**config.mk**
```make
export PLATFORM = sky130hd
export DESIGN_NAME = riscv_dm_hart_ctrl
export DESIGN_NICKNAME = d
export VERILOG_FILES = /design/src/rtl/riscv_dm_pkg.sv /design/src/rtl/riscv_dm_hart_ctrl.sv
export SDC_FILE = /design/constraint.sdc
export NUM_CORES = 1
export LEC_CHECK = 0
export CAP_MARGIN = 20
export CORE_AREA = 5 5 72 74
export CTS_CLUSTER_SIZE = 16
export DETAILED_ROUTE_END_ITERATION = 12
export DIE_AREA = 0 0 77 79
export DONT_BUFFER_PORTS = 1
export MAX_ROUTING_LAYER = met4
export SLEW_MARGIN = 5
export SYNTH_ARGS = -nofsm -noshare
export SYNTH_HDL_FRONTEND = slang
export SYNTH_SLANG_ARGS = --single-unit
export TNS_END_PERCENT = 30
```
**constraint.sdc**
```tcl
create_clock -name clk_i -period 2.6 [get_ports clk_i]
set_input_delay 0.39 -clock clk_i [delete_from_list [all_inputs] [get_ports clk_i]]
set_output_delay 0.39 -clock clk_i [all_outputs]
set_load 0.02 [all_outputs]
```
**src/rtl/riscv_dm_pkg.sv**
```systemverilog
// Shared debug-module types: hart run-control states and dcsr.cause codes.
package riscv_dm_pkg;

   typedef enum logic [2:0] {
      HC_RST      = 3'd0,
      HC_RUNNING  = 3'd1,
      HC_HALTING  = 3'd2,
      HC_HALTED   = 3'd3,
      HC_PROGBUF  = 3'd4,
      HC_PB_ABORT = 3'd5,
      HC_RESUMING = 3'd6
   } hart_ctrl_state_e;

   localparam logic [2:0] DCSR_CAUSE_EBREAK       = 3'd1;
   localparam logic [2:0] DCSR_CAUSE_HALTREQ      = 3'd3;
   localparam logic [2:0] DCSR_CAUSE_STEP         = 3'd4;
   localparam logic [2:0] DCSR_CAUSE_RESETHALTREQ = 3'd5;

endpackage

```
**src/rtl/riscv_dm_hart_ctrl.sv**
```systemverilog
// Per-hart debug run-control sequencer: turns debug-module requests into a
// core-side halt/resume/program-buffer handshake and reports hart status.
module riscv_dm_hart_ctrl
   import riscv_dm_pkg::*;
#(
   parameter int unsigned PROGBUF_TIMEOUT = 1024,
   parameter int unsigned RESET_CYCLES    = 4
) (
   input  logic       clk_i,
   input  logic       rst_i,
   input  logic       halt_request_i,
   input  logic       resume_request_i,
   input  logic       progbuf_run_req_i,
   input  logic       halt_on_reset_i,
   input  logic       hart_reset_i,
   input  logic       ack_havereset_i,
   input  logic       step_i,
   output logic       running_o,
   output logic       halted_o,
   output logic       parked_o,
   output logic       resume_ack_o,
   output logic       progbuf_run_ack_o,
   output logic       havereset_o,
   output logic       unavail_o,
   output logic       progbuf_error_o,
   output logic [2:0] cause_o,
   output logic       core_reset_o,
   output logic       core_debug_req_o,
   input  logic       core_debug_ack_i,
   output logic       core_resume_o,
   input  logic       core_resumed_i,
   output logic       core_progbuf_start_o,
   input  logic       core_ebreak_i,
   input  logic       core_exception_i,
   input  logic       core_retire_i,
   input  logic       core_reset_done_i
);

   localparam int unsigned PCW = $clog2(PROGBUF_TIMEOUT + 1);
   localparam int unsigned RCW = $clog2(RESET_CYCLES + 1);
   localparam logic [PCW-1:0] PB_LAST  = PCW'(PROGBUF_TIMEOUT - 1);
   localparam logic [PCW-1:0] PB_MAX   = PCW'(PROGBUF_TIMEOUT);
   localparam logic [RCW-1:0] RST_LAST = RCW'(RESET_CYCLES - 1);

   hart_ctrl_state_e state, state_nx;
   logic [PCW-1:0]   pb_cnt;
   logic [RCW-1:0]   rst_cnt;
   logic             step_armed, step_nx;
   logic [2:0]       cause_nx;
   logic             err_nx;
   logic             pb_start, resume_go, resume_done;
   logic             rst_full, pb_timeout;

   // Saturating program-buffer cycle counter step; it must never wrap.
   function automatic logic [PCW-1:0] pb_cnt_inc(input logic [PCW-1:0] c);
      return (c >= PB_MAX) ? c : c + 1'b1;
   endfunction

   // rst_cnt holds the number of RST cycles already completed before this one.
   assign rst_full   = (rst_cnt >= RST_LAST);
   assign pb_timeout = (pb_cnt >= PB_LAST);

   // Next-state and event decode; hart_reset_i overrides every other event.
   always_comb begin
      state_nx    = state;
      cause_nx    = cause_o;
      step_nx     = step_armed;
      err_nx      = progbuf_error_o;
      pb_start    = 1'b0;
      resume_go   = 1'b0;
      resume_done = 1'b0;
      case (state)
         HC_RST: begin
            if (rst_full && core_reset_done_i) begin
               if (halt_on_reset_i) begin
                  state_nx = HC_HALTING;
                  cause_nx = DCSR_CAUSE_RESETHALTREQ;
                  step_nx  = 1'b0;
               end else begin
                  state_nx = HC_RUNNING;
               end
            end
         end
         HC_RUNNING: begin
            if (halt_request_i) begin
               state_nx = HC_HALTING;
               cause_nx = DCSR_CAUSE_HALTREQ;
               step_nx  = 1'b0;
            end else if (core_ebreak_i) begin
               state_nx = HC_HALTING;
               cause_nx = DCSR_CAUSE_EBREAK;
               step_nx  = 1'b0;
            end else if (step_armed && core_retire_i) begin
               state_nx = HC_HALTING;
               cause_nx = DCSR_CAUSE_STEP;
               step_nx  = 1'b0;
            end
         end
         HC_HALTING: begin
            if (core_debug_ack_i) state_nx = HC_HALTED;
         end
         HC_HALTED: begin
            if (progbuf_run_req_i) begin
               state_nx = HC_PROGBUF;
               pb_start = 1'b1;
               err_nx   = 1'b0;
            end else if (resume_request_i) begin
               state_nx  = HC_RESUMING;
               resume_go = 1'b1;
               step_nx   = step_i;
            end
         end
         HC_PROGBUF: begin
            if (core_ebreak_i) begin
               state_nx = HC_HALTED;
            end else if (core_exception_i) begin
               state_nx = HC_HALTED;
               err_nx   = 1'b1;
            end else if (pb_timeout) begin
               state_nx = HC_PB_ABORT;
               err_nx   = 1'b1;
            end
         end
         HC_PB_ABORT: begin
            if (core_debug_ack_i) state_nx = HC_HALTED;
         end
         HC_RESUMING: begin
            if (core_resumed_i) begin
               state_nx    = HC_RUNNING;
               resume_done = 1'b1;
            end
         end
         default: state_nx = HC_RST;
      endcase
      if (hart_reset_i) begin
         state_nx    = HC_RST;
         cause_nx    = cause_o;
         step_nx     = 1'b0;
         err_nx      = progbuf_error_o;
         pb_start    = 1'b0;
         resume_go   = 1'b0;
         resume_done = 1'b0;
      end
   end

   // State, counters and registered outputs, all derived from the next state.
   always_ff @(posedge clk_i or posedge rst_i) begin
      if (rst_i) begin
         state                <= HC_RST;
         rst_cnt              <= '0;
         pb_cnt               <= '0;
         step_armed           <= 1'b0;
         cause_o              <= '0;
         progbuf_error_o      <= 1'b0;
         havereset_o          <= 1'b1;
         core_reset_o         <= 1'b1;
         unavail_o            <= 1'b1;
         running_o            <= 1'b0;
         halted_o             <= 1'b0;
         parked_o             <= 1'b0;
         core_debug_req_o     <= 1'b0;
         core_resume_o        <= 1'b0;
         core_progbuf_start_o <= 1'b0;
         progbuf_run_ack_o    <= 1'b0;
         resume_ack_o         <= 1'b0;
      end else begin
         state           <= state_nx;
         step_armed      <= step_nx;
         cause_o         <= cause_nx;
         progbuf_error_o <= err_nx;
         if (hart_reset_i)                   rst_cnt <= '0;
         else if (state == HC_RST && !rst_full) rst_cnt <= rst_cnt + 1'b1;
         if (pb_start)                 pb_cnt <= '0;
         else if (state == HC_PROGBUF) pb_cnt <= pb_cnt_inc(pb_cnt);
         if (hart_reset_i)         havereset_o <= 1'b1;
         else if (ack_havereset_i) havereset_o <= 1'b0;
         core_reset_o         <= (state_nx == HC_RST);
         unavail_o            <= (state_nx == HC_RST);
         running_o            <= (state_nx == HC_RUNNING);
         halted_o             <= (state_nx == HC_HALTED) || (state_nx == HC_PROGBUF) ||
                                 (state_nx == HC_PB_ABORT);
         parked_o             <= (state_nx == HC_HALTED);
         core_debug_req_o     <= (state_nx == HC_HALTING) || (state_nx == HC_PB_ABORT);
         core_resume_o        <= resume_go;
         core_progbuf_start_o <= pb_start;
         progbuf_run_ack_o    <= pb_start;
         resume_ack_o         <= resume_done;
      end
   end

endmodule

```
# Word-level counts from Yosys, hierarchy flattened
# Index checks and enable logic that the tools add are counted.
# op_classes
bitwise	1
muxes	51
add_sub_neg	2
order_cmp	3
n_reduce_logical	20
n_eq_ne	23
# op_table
op	count
3-bit two-way mux	19
11-bit two-way mux	3
1-bit two-way mux	24
3-bit one-hot mux with 6 select lines	1
3-bit == test (second input constant)	5
3-bit inequality test (second input constant)	5
3-bit by 2-bit == test with 1-bit output (second input constant)	4
11-bit by 1-bit adder with 11-bit output (second input constant)	1
11-bit by 10-bit greater-or-equal comparator with 1-bit output (second input constant)	1
11-bit greater-or-equal comparator (second input constant)	1
2-bit inequality test (second input constant)	5
5-bit AND reduction	2
2-bit nonzero test	5
3-bit by 1-bit == test with 1-bit output (second input constant)	2
3-bit logical NOT	2
3-bit one-hot mux with 2 select lines	1
6-bit AND reduction	1
5-bit inequality test (second input constant)	1
4-bit inequality test (second input constant)	1
4-bit nonzero test	1
3-bit by 1-bit adder with 3-bit output (second input constant)	1
3-bit by 2-bit greater-or-equal comparator with 1-bit output (second input constant)	1
1-bit logical AND	3
1-bit logical OR	3
7 further kinds	7
# word_totals
in_bits	15
elab_cells	115
out_inout_bits	15
ff_bits	31

# Longest topological paths before layout
# Gate-level depths: netlist of the first run.
# logic_depth
depth_word	9
depth_mapped	7
depth_no_buf	7

# Worst setup path before layout of the first run
# No wires, ideal clock.
# synth_path
kind	reg2reg
startpoint	reg rst_cnt[0]
endpoint	reg core_debug_req_o
path_stages_with_launch	8
t_required_ns	2.471
arrival_time_ns	1.906
slack_ns	0.565
setup_time_ns	0.129
cell_sequence	dfrtp_1 > ha_1 > ha_1 > a211o_1 > and3_1 > a221oi_1 > a211o_1 > mux2i_1
# synth_between
elab_chain_len	7
word_cells_on_any_way	8
classes_between	order compare (1); eq/ne (2); mux (3); reduce/logical (2)
# synth_lines
item	line_no	text
start: declaration	riscv_dm_hart_ctrl.sv:47	logic [RCW-1:0] rst_cnt;
start signal: assignment	riscv_dm_hart_ctrl.sv:172	else if (state == HC_RST && !rst_full) rst_cnt <= rst_cnt + 1'b1;
3-bit by 2-bit greater-or-equal comparator with 1-bit output *	riscv_dm_hart_ctrl.sv:60	assign rst_full = (rst_cnt >= RST_LAST);
1-bit logical AND *	riscv_dm_hart_ctrl.sv:74	if (rst_full && core_reset_done_i) begin
3-bit two-way mux *	riscv_dm_hart_ctrl.sv:74	
3-bit one-hot mux with 6 select lines *	riscv_dm_hart_ctrl.sv:72	case (state)
3-bit two-way mux *	riscv_dm_hart_ctrl.sv:135	if (hart_reset_i) begin
3-bit by 2-bit == test with 1-bit output or 3-bit == test (tied branches)	riscv_dm_hart_ctrl.sv:183	core_debug_req_o <= (state_nx == HC_HALTING) || (state_nx == HC_PB_ABORT);
1-bit logical OR *	riscv_dm_hart_ctrl.sv:183	
end signal: assignment	riscv_dm_hart_ctrl.sv:183	
end: declaration	riscv_dm_hart_ctrl.sv:28	output logic core_debug_req_o,
# Mark *: on every way between the ends. The rest lies on a longest branch, timed or not.
# A chain may end at the register's enable or synchronous reset.

# Worst setup path in the final report of the first run
# Ends and elaborated chain as after synthesis.

==> metrics.md, run 1 <==
| Metric | Value |
|---|---|
| Adder-Cell Fraction of Synth Area | 2.21% |
| Post-CTS setup repair buffer count | 0 |
| Peak supply drop | 0.293 mV |
| Core Box Area | 4540 um^2 |
| CP max-delay cell | a221oi_1 |
| CP max FO | 4 |
| Resized Gates After CTS | 0 |
| H-tree Lvls | 2 |
| Compound-cell area share of the yosys netlist | 13.2% |
| Antenna-violating nets left | 0 |
| Clock tree buffer depth | 2 |
| DR vias | 1,241 |
| Number of hold violations in the final report | 0 |
| Vias in the first global route | 1,272 |
| Final min period | 2260 ps |
| Clock Sinks | 31 |
| Req. time, crit path | 2760 ps |
| Setup TNS | 0 ps |
| Clock transition at the registers of the reported paths | 70 ps |
| Avg Vias per Cell | 5.47 |
| Syn Area/Cell | 9.77 um^2 |
| Mapped Area | 1700 um^2 |
| Yosys cell types | 47 |
| Aggregate global routing overflow | 0 |
| Worst slew pin tran | 665 ps |
| Hpwl dp | 2570 um |
| Max-cap violation count | 0 |
| Slew margin rel. | 55.7% |
| 1st-pass router iterations | 4 |
| IO buf count | 0 |
| Share of cells above drive strength 1 | 9.83% |
| CP Cell Sequence | ha_1 -> ha_1 -> a211o_1 -> and3_1 -> a221oi_1 -> a211o_1 -> mux2i_1 |
| Power per cell area | 853 nW/um^2 |
| Die H | 79 um |
| Core Util, Final | 39.7% |
| Largest family of logic cells by synthesized area | simple AND/OR/NAND/NOR gates |
| Wire length per cell | 15.9 um |
| DRC violations left | 0 |
| Max incr delay on CP | 540 ps |
| Post-cts hold buffer count | 0 |
| Critical path class | reg2reg |
| Status | completed |
| Clock Latency Late Sink | 280 ps |
| CTS Buf Count | 5 |
| IO Count | 30 |
| FF+latch count, synth | 31 |
| Largest net degree at the start of global routing | 32 |
| Most common cell after layout, fill and taps aside | nor2_1 |
| Num rows | 25 |
| Worst setup SP type | flop |
| Cell family with most CP delay | compound AO/OA/AOI/OAI gates |
| Simple-gate share of the synthesized area | 27.1% |
| Worst path buffer plus inverter count | 0 |
| Synth Area in XOR/XNOR | 5.15% |
| Antenna violations before repair | 0 |
| TritonCTS clock tree | done |
| Setup Skew | 7.65 ps |
| Iter 0 DRT Violations | 81 |
| Synth warnings | 0 |
| Total length of routed wires | 3600 um |
| Placer Congestion | 0.823 |
| CP arrival | 2420 ps |
| Post-Syn Instances | 174 |
| Post-synthesis mux area share | 1.77% |
| Final-report max-slew violation count | 0 |
| GRT Util Overall | 13.1% |
| Die extent in x | 77 um |
| Setup crit end kind | flop |
| HP Class | in2async |
| Die Area | 6080 um^2 |
| Initial core utilization | 37.5% |
| Most frequent cells in the layout | nor2_1, dfrtp_1, nand2_1 |
| Layout Area Growth over Synthesis | 5.89% |
| Syn nets | 192 |
| Sequential area share after synthesis | 45.8% |
| Diodes inserted | 0 |
| RSZ-0062 raised after global routing | false |
| First-pass GRT wire length | 6080 um |
| Final setup violation count | 0 |
| Part of the cycle the worst path needs | 87.1% |
| Final #Nets | 190 |
| Lkg Pwr | 0.747 nW |
| Fmax | 442 MHz |
| Root Buffer Master | clkbuf_8 |
where the power goes:
| group | total, mW | switching, mW | leakage, nW | internal [mW] |
|---|---|---|---|---|
| sequential | 0.769 | 0.182 | 0.369 | 0.587 |
| clock | 0.362 | 0.175 | 0.0422 | 0.188 |
| combinational | 0.404 | 0.218 | 0.335 | 0.186 |
cell families (layout without fill, tap and decap cells):
group	count (synthesis)	after routing
xor gates and xnor gates	10	10
adders and majority gates	3	3
muxes	3	3
and+or+nand+nor	80	80
AOI/OAI and AO/OA	31	31
buffers and inverters	16	15
DFF	31	31
worst paths after layout:
kind                       slack [ps]                to          from  cells past startpoint
setup / recovery                  340  core_debug_req_o    rst_cnt[0]                      7
hold / removal                     80        rst_cnt[1]         rst_i                      2
setup reg to reg                  340  core_debug_req_o    rst_cnt[0]                      7
hold reg to reg                   530        rst_cnt[2]    rst_cnt[2]                      2
max in group asynchronous        2200      core_reset_o         rst_i                      2
min in group clk_i                160        rst_cnt[2]  hart_reset_i                      1
synth_stat cells, drive strengths merged:
cell type / count / area share (%)
a22o: 2 / 1.0
a211o: 2 / 1.0
nand4: 5 / 3.1
mux2i: 3 / 1.8
o211ai: 1 / 0.44
a32o: 2 / 1.2
o2111ai: 1 / 0.52
xor2: 4 / 2.1
buf: 7 / 2.9
o31ai: 3 / 1.3
nor3b: 3 / 1.6
clkbuf: 4 / 0.88
and3: 2 / 0.74
nor2: 30 / 6.6
and2: 2 / 0.74
nand3: 5 / 1.5
nand2b: 5 / 1.8
a21boi: 1 / 0.44
nand2: 9 / 2.0
a31oi: 3 / 1.1
a31o: 2 / 1.0
nand4b: 1 / 0.52
ha: 3 / 2.2
nor2b: 7 / 2.6
a21oi: 3 / 0.88
o21ai: 4 / 1.2
inv: 5 / 1.1
a221oi: 1 / 0.52
o22ai: 2 / 0.74
dfrtp: 29 / 43
dfstp: 2 / 3.1
a22oi: 2 / 0.88
and4: 1 / 0.52
a21o: 2 / 0.88
nor4b: 1 / 1.4
xnor2: 6 / 3.1
nand3b: 1 / 0.44
or4: 1 / 0.44
nor4: 2 / 1.6
nor3: 5 / 1.5
through the flow:
stage | cell area (um^2) | hold slack, ps | total power, mW | cells | setup WS [ps]
finish | 1800 | 79.3 | 1.53 | 227 | 336
global route | 1800 | 115 | 1.65 | 227 | 150
CTS | 1800 | 89.6 | 1.56 | 227 | 327
detailed placement | 1720 | 397 | 1.18 | 219 | 338
global placement | 1720 | 381 | 1.17 | 219 | 407
floorplan | 1700 | 488 | 1.12 | 174 | 565
routing by layer:
| layer | part of all wire (%) | up-vias | GRT usage [%] | wire, um |
|---|---|---|---|---|
| met4 | 1.8 | 0 | 5.15 | 65 |
| met3 | 4.9 | 6 | 4.54 | 178 |
| met2 | 49 | 21 | 21.8 | 1770 |
| met1 | 44 | 607 | 14.4 | 1590 |
| li1 | - | 607 | - | - |
| met5 | 0 | - | - | 0 |
registers in the layout, summed over array words and instances, names as in the netlist, 3 cells and up:
signal	count
cause_o	3
pb_cnt	11
rst_cnt	3
state	3
worst reg2reg max path, delay by kind of cell (launching register included):
| kind | cells | cell delay [ps] |
|---|---|---|
| flops | 1 | 400 |
| mux | 1 | 80 |
| compound gates | 3 | 1080 |
| fa+ha+maj | 2 | 380 |
| simple gates | 1 | 210 |
cell type report:
cell class	count	area, um^2
Clock inverter	1	5.00
Inverter	5	18.8
Sequential cell	31	778
Clock buffer	7	76.3
Multi-Input combinational cell	127	840
Tap cell	54	67.6
Fill cell	442	2740
Timing Repair Buffer	2	15.0
Power figures use the tool's default switching activity.
==> run 2, diff against run 1 <==
--- a/config.mk
+++ b/config.mk
@@ -6,10 +6,10 @@
 export NUM_CORES = 1
 export LEC_CHECK = 0
 export CAP_MARGIN = 20
-export CORE_AREA = 5 5 72 74
+export CORE_AREA = 5 5 64 66
 export CTS_CLUSTER_SIZE = 16
 export DETAILED_ROUTE_END_ITERATION = 12
-export DIE_AREA = 0 0 77 79
+export DIE_AREA = 0 0 69 71
 export DONT_BUFFER_PORTS = 1
 export MAX_ROUTING_LAYER = met4
 export SLEW_MARGIN = 5
==> run 2 against run 1 <==
Die area shrank 19%. Clock-buffer cell count unchanged. Critical path depth unchanged. Global-route usage rose by 2.6 points. Worst setup slack lost 20 ps. Total power down 6.4%. Cell area is 1.7% lower. Flip-flop and latch count is the same. Clock skew down 5.4 ps.
==> metrics.md, run 2 (synthesized netlist as in run 1, its figures left out) <==
| Metric | Value |
|---|---|
| Status | completed (unchanged) |
| TritonCTS clock tree | done (unchanged) |
| CP Cell Sequence | ha_1 -> ha_1 -> a211o_1 -> and3_1 -> a221oi_1 -> nand4_1 -> mux2i_1 (was ha_1 -> ha_1 -> a211o_1 -> and3_1 -> a221oi_1 -> a211o_1 -> mux2i_1) |
| DR vias | 1,260 (was 1,241) |
| Vias in the first global route | 1,235 (was 1,272) |
| HP Class | in2async (unchanged) |
| Register-to-register setup slack | 320 ps (was 340 ps) |
| Aggregate global routing overflow | 0 (unchanged) |
| Post-CTS setup repair buffer count | 0 (unchanged) |
| Reg2reg path depth | 7 (unchanged) |
| RSZ-0062 raised after global routing | false (unchanged) |
| Setup TNS | 0 ps (unchanged) |
| Layout Cells excl Fill | 222 (was 227) |
| Share of cells above drive strength 1 | 10.3% (was 9.83%) |
| Lkg Pwr | 0.739 nW (was 0.747 nW) |
| Antenna-violating nets left | 0 (unchanged) |
| 1st-pass router iterations | 4 (unchanged) |
| Layout Area Growth over Synthesis | 4.05% (was 5.89%) |
| Peak supply drop | 0.484 mV (was 0.293 mV) |
| CP arrival | 2540 ps (was 2420 ps) |
| Wire length per cell | 15.3 um (was 15.9 um) |
| Diodes inserted | 0 (unchanged) |
| Die extent in x | 69 um (was 77 um) |
| Slew margin rel. | 55.3% (was 55.7%) |
| IO Count | 30 (unchanged) |
| Setup crit end kind | flop (unchanged) |
| Root Buffer Master | clkbuf_4 (was clkbuf_8) |
| Most frequent cells in the layout | nor2_1, dfrtp_1, nand2_1 (unchanged) |
| Die H | 71 um (was 79 um) |
| Num rows | 22 (was 25) |
| Clock Latency Late Sink | 330 ps (was 280 ps) |
| Setup WS pre-CTS | 301 ps (was 338 ps) |
| Setup Skew | 2.26 ps (was 7.65 ps) |
| GRT Util Overall | 15.7% (was 13.1%) |
| Final-report max-slew violation count | 0 (unchanged) |
| Final #Nets | 191 (was 190) |
| Fin area | 1770 um^2 (was 1800 um^2) |
| Part of the cycle the worst path needs | 87.8% (was 87.1%) |
| Post-cts hold buffer count | 0 (unchanged) |
| Clock transition at the registers of the reported paths | 90 ps (was 70 ps) |
| Most frequent CP cell | ha_1 |
| Core Util, Final | 50.2% (was 39.7%) |
| Slack of the critical path | 316 ps (was 336 ps) |
| Antenna violations before repair | 0 (unchanged) |
| Power per cell area | 812 nW/um^2 (was 853 nW/um^2) |
| Reg with most FFs | pb_cnt (unchanged) |
| Most common cell after layout, fill and taps aside | nor2_1 (unchanged) |
| First-pass GRT wire length | 5880 um (was 6080 um) |
| Core Box Area | 3520 um^2 (was 4540 um^2) |
| Final min period | 2280 ps (was 2260 ps) |
| Hpwl dp | 2440 um (was 2570 um) |
| Reg-to-reg endpoint | core_debug_req_o (unchanged) |
| Largest net degree at the start of global routing | 32 (unchanged) |
| Design Power | 1.44 mW (was 1.53 mW) |
| Worst path buffer plus inverter count | 0 (unchanged) |
| CP max-delay cell | a221oi_1 (unchanged) |
| Req. time, crit path | 2860 ps (was 2760 ps) |
| CTS Buf Count | 5 (unchanged) |
| Resized Gates After CTS | 0 (unchanged) |
| Die Area | 4900 um^2 (was 6080 um^2) |
| Total length of routed wires | 3410 um (was 3600 um) |
| Critical path class | reg2reg (unchanged) |
| CP max FO | 4 (unchanged) |
| Hold WS | 13.6 ps (was 79.3 ps) |
| Max-cap violation count | 0 (unchanged) |
| Cell family with most CP delay | compound AO/OA/AOI/OAI gates (unchanged) |
| Fmax | 438 MHz (was 442 MHz) |
| Iter 0 DRT Violations | 93 (was 81) |
| Max reg flops | 11 (unchanged) |
| Worst setup SP type | flop (unchanged) |
| Clock Sinks | 31 (unchanged) |
| Clock tree buffer depth | 2 (unchanged) |
| H-tree Lvls | 2 (unchanged) |
| Initial core utilization | 48.3% (was 37.5%) |
| Placer Congestion | 0.869 (was 0.823) |
| Avg Vias per Cell | 5.68 (was 5.47) |
| Reg2Reg Launch Point | rst_cnt[0] (unchanged) |
| Worst slew pin tran | 671 ps (was 665 ps) |
| Max incr delay on CP | 530 ps (was 540 ps) |
| DP Cell Count | 214 (was 219) |
| IO buf count | 0 (unchanged) |
| Post-place instance area | 1720 um^2 (unchanged) |
| DRC violations left | 0 (unchanged) |
| Final setup violation count | 0 (unchanged) |
| Number of hold violations in the final report | 0 (unchanged) |
[run 2: cell count changes in the layout (fill, tap and decap cells not counted), sizes merged]
cell / change
buf: +1
[run 2: worst max-delay path by stage]
| stage | start | to | slack (ps) | cells after the start |
|---|---|---|---|---|
| floorplan | rst_cnt[0] | core_debug_req_o | 570 | 7 |
| global route | rst_cnt[0] | core_debug_req_o | 130 | 7 |
| finish | rst_cnt[0] | core_debug_req_o | 320 | 7 |
| detailed placement | rst_cnt[0] | core_debug_req_o | 300 | 7 |
| CTS | rst_cnt[0] | core_debug_req_o | 290 | 7 |
| global placement | rst_cnt[0] | core_debug_req_o | 360 | 7 |
[run 2: layout make-up]
cell class              instances  area (um^2)
fillers                       356         1750
multi-input cells             127          840
flip-flops and latches         31          778
well taps                      48         60.1
clock buffers                   7         45.0
repair buffers                  3         22.5
inverters                       5         18.8
clock inverters                 1         5.00
[run 2: layer usage]
metal | wire [um] | GRT usage (%) | up-vias
li1 | - | - | 611
met1 | 1560 | 19.1 | 613
met2 | 1530 | 22.2 | 31
met3 | 246 | 6.82 | 5
met4 | 66 | 7.16 | 0
met5 | 0 | - | -
[run 2: worst reg2reg max path: stages (launching register included)]
cell	delay [ps]
dfrtp_1	420
ha_1	210
ha_1	180
a211o_1	280
and3_1	220
a221oi_1	530
nand4_1	220
mux2i_1	160
[run 2: where the power goes]
part	switching, mW	internal (mW)
clock	0.162	0.105
combinational	0.213	0.188
sequential	0.182	0.586
total	0.557	0.879
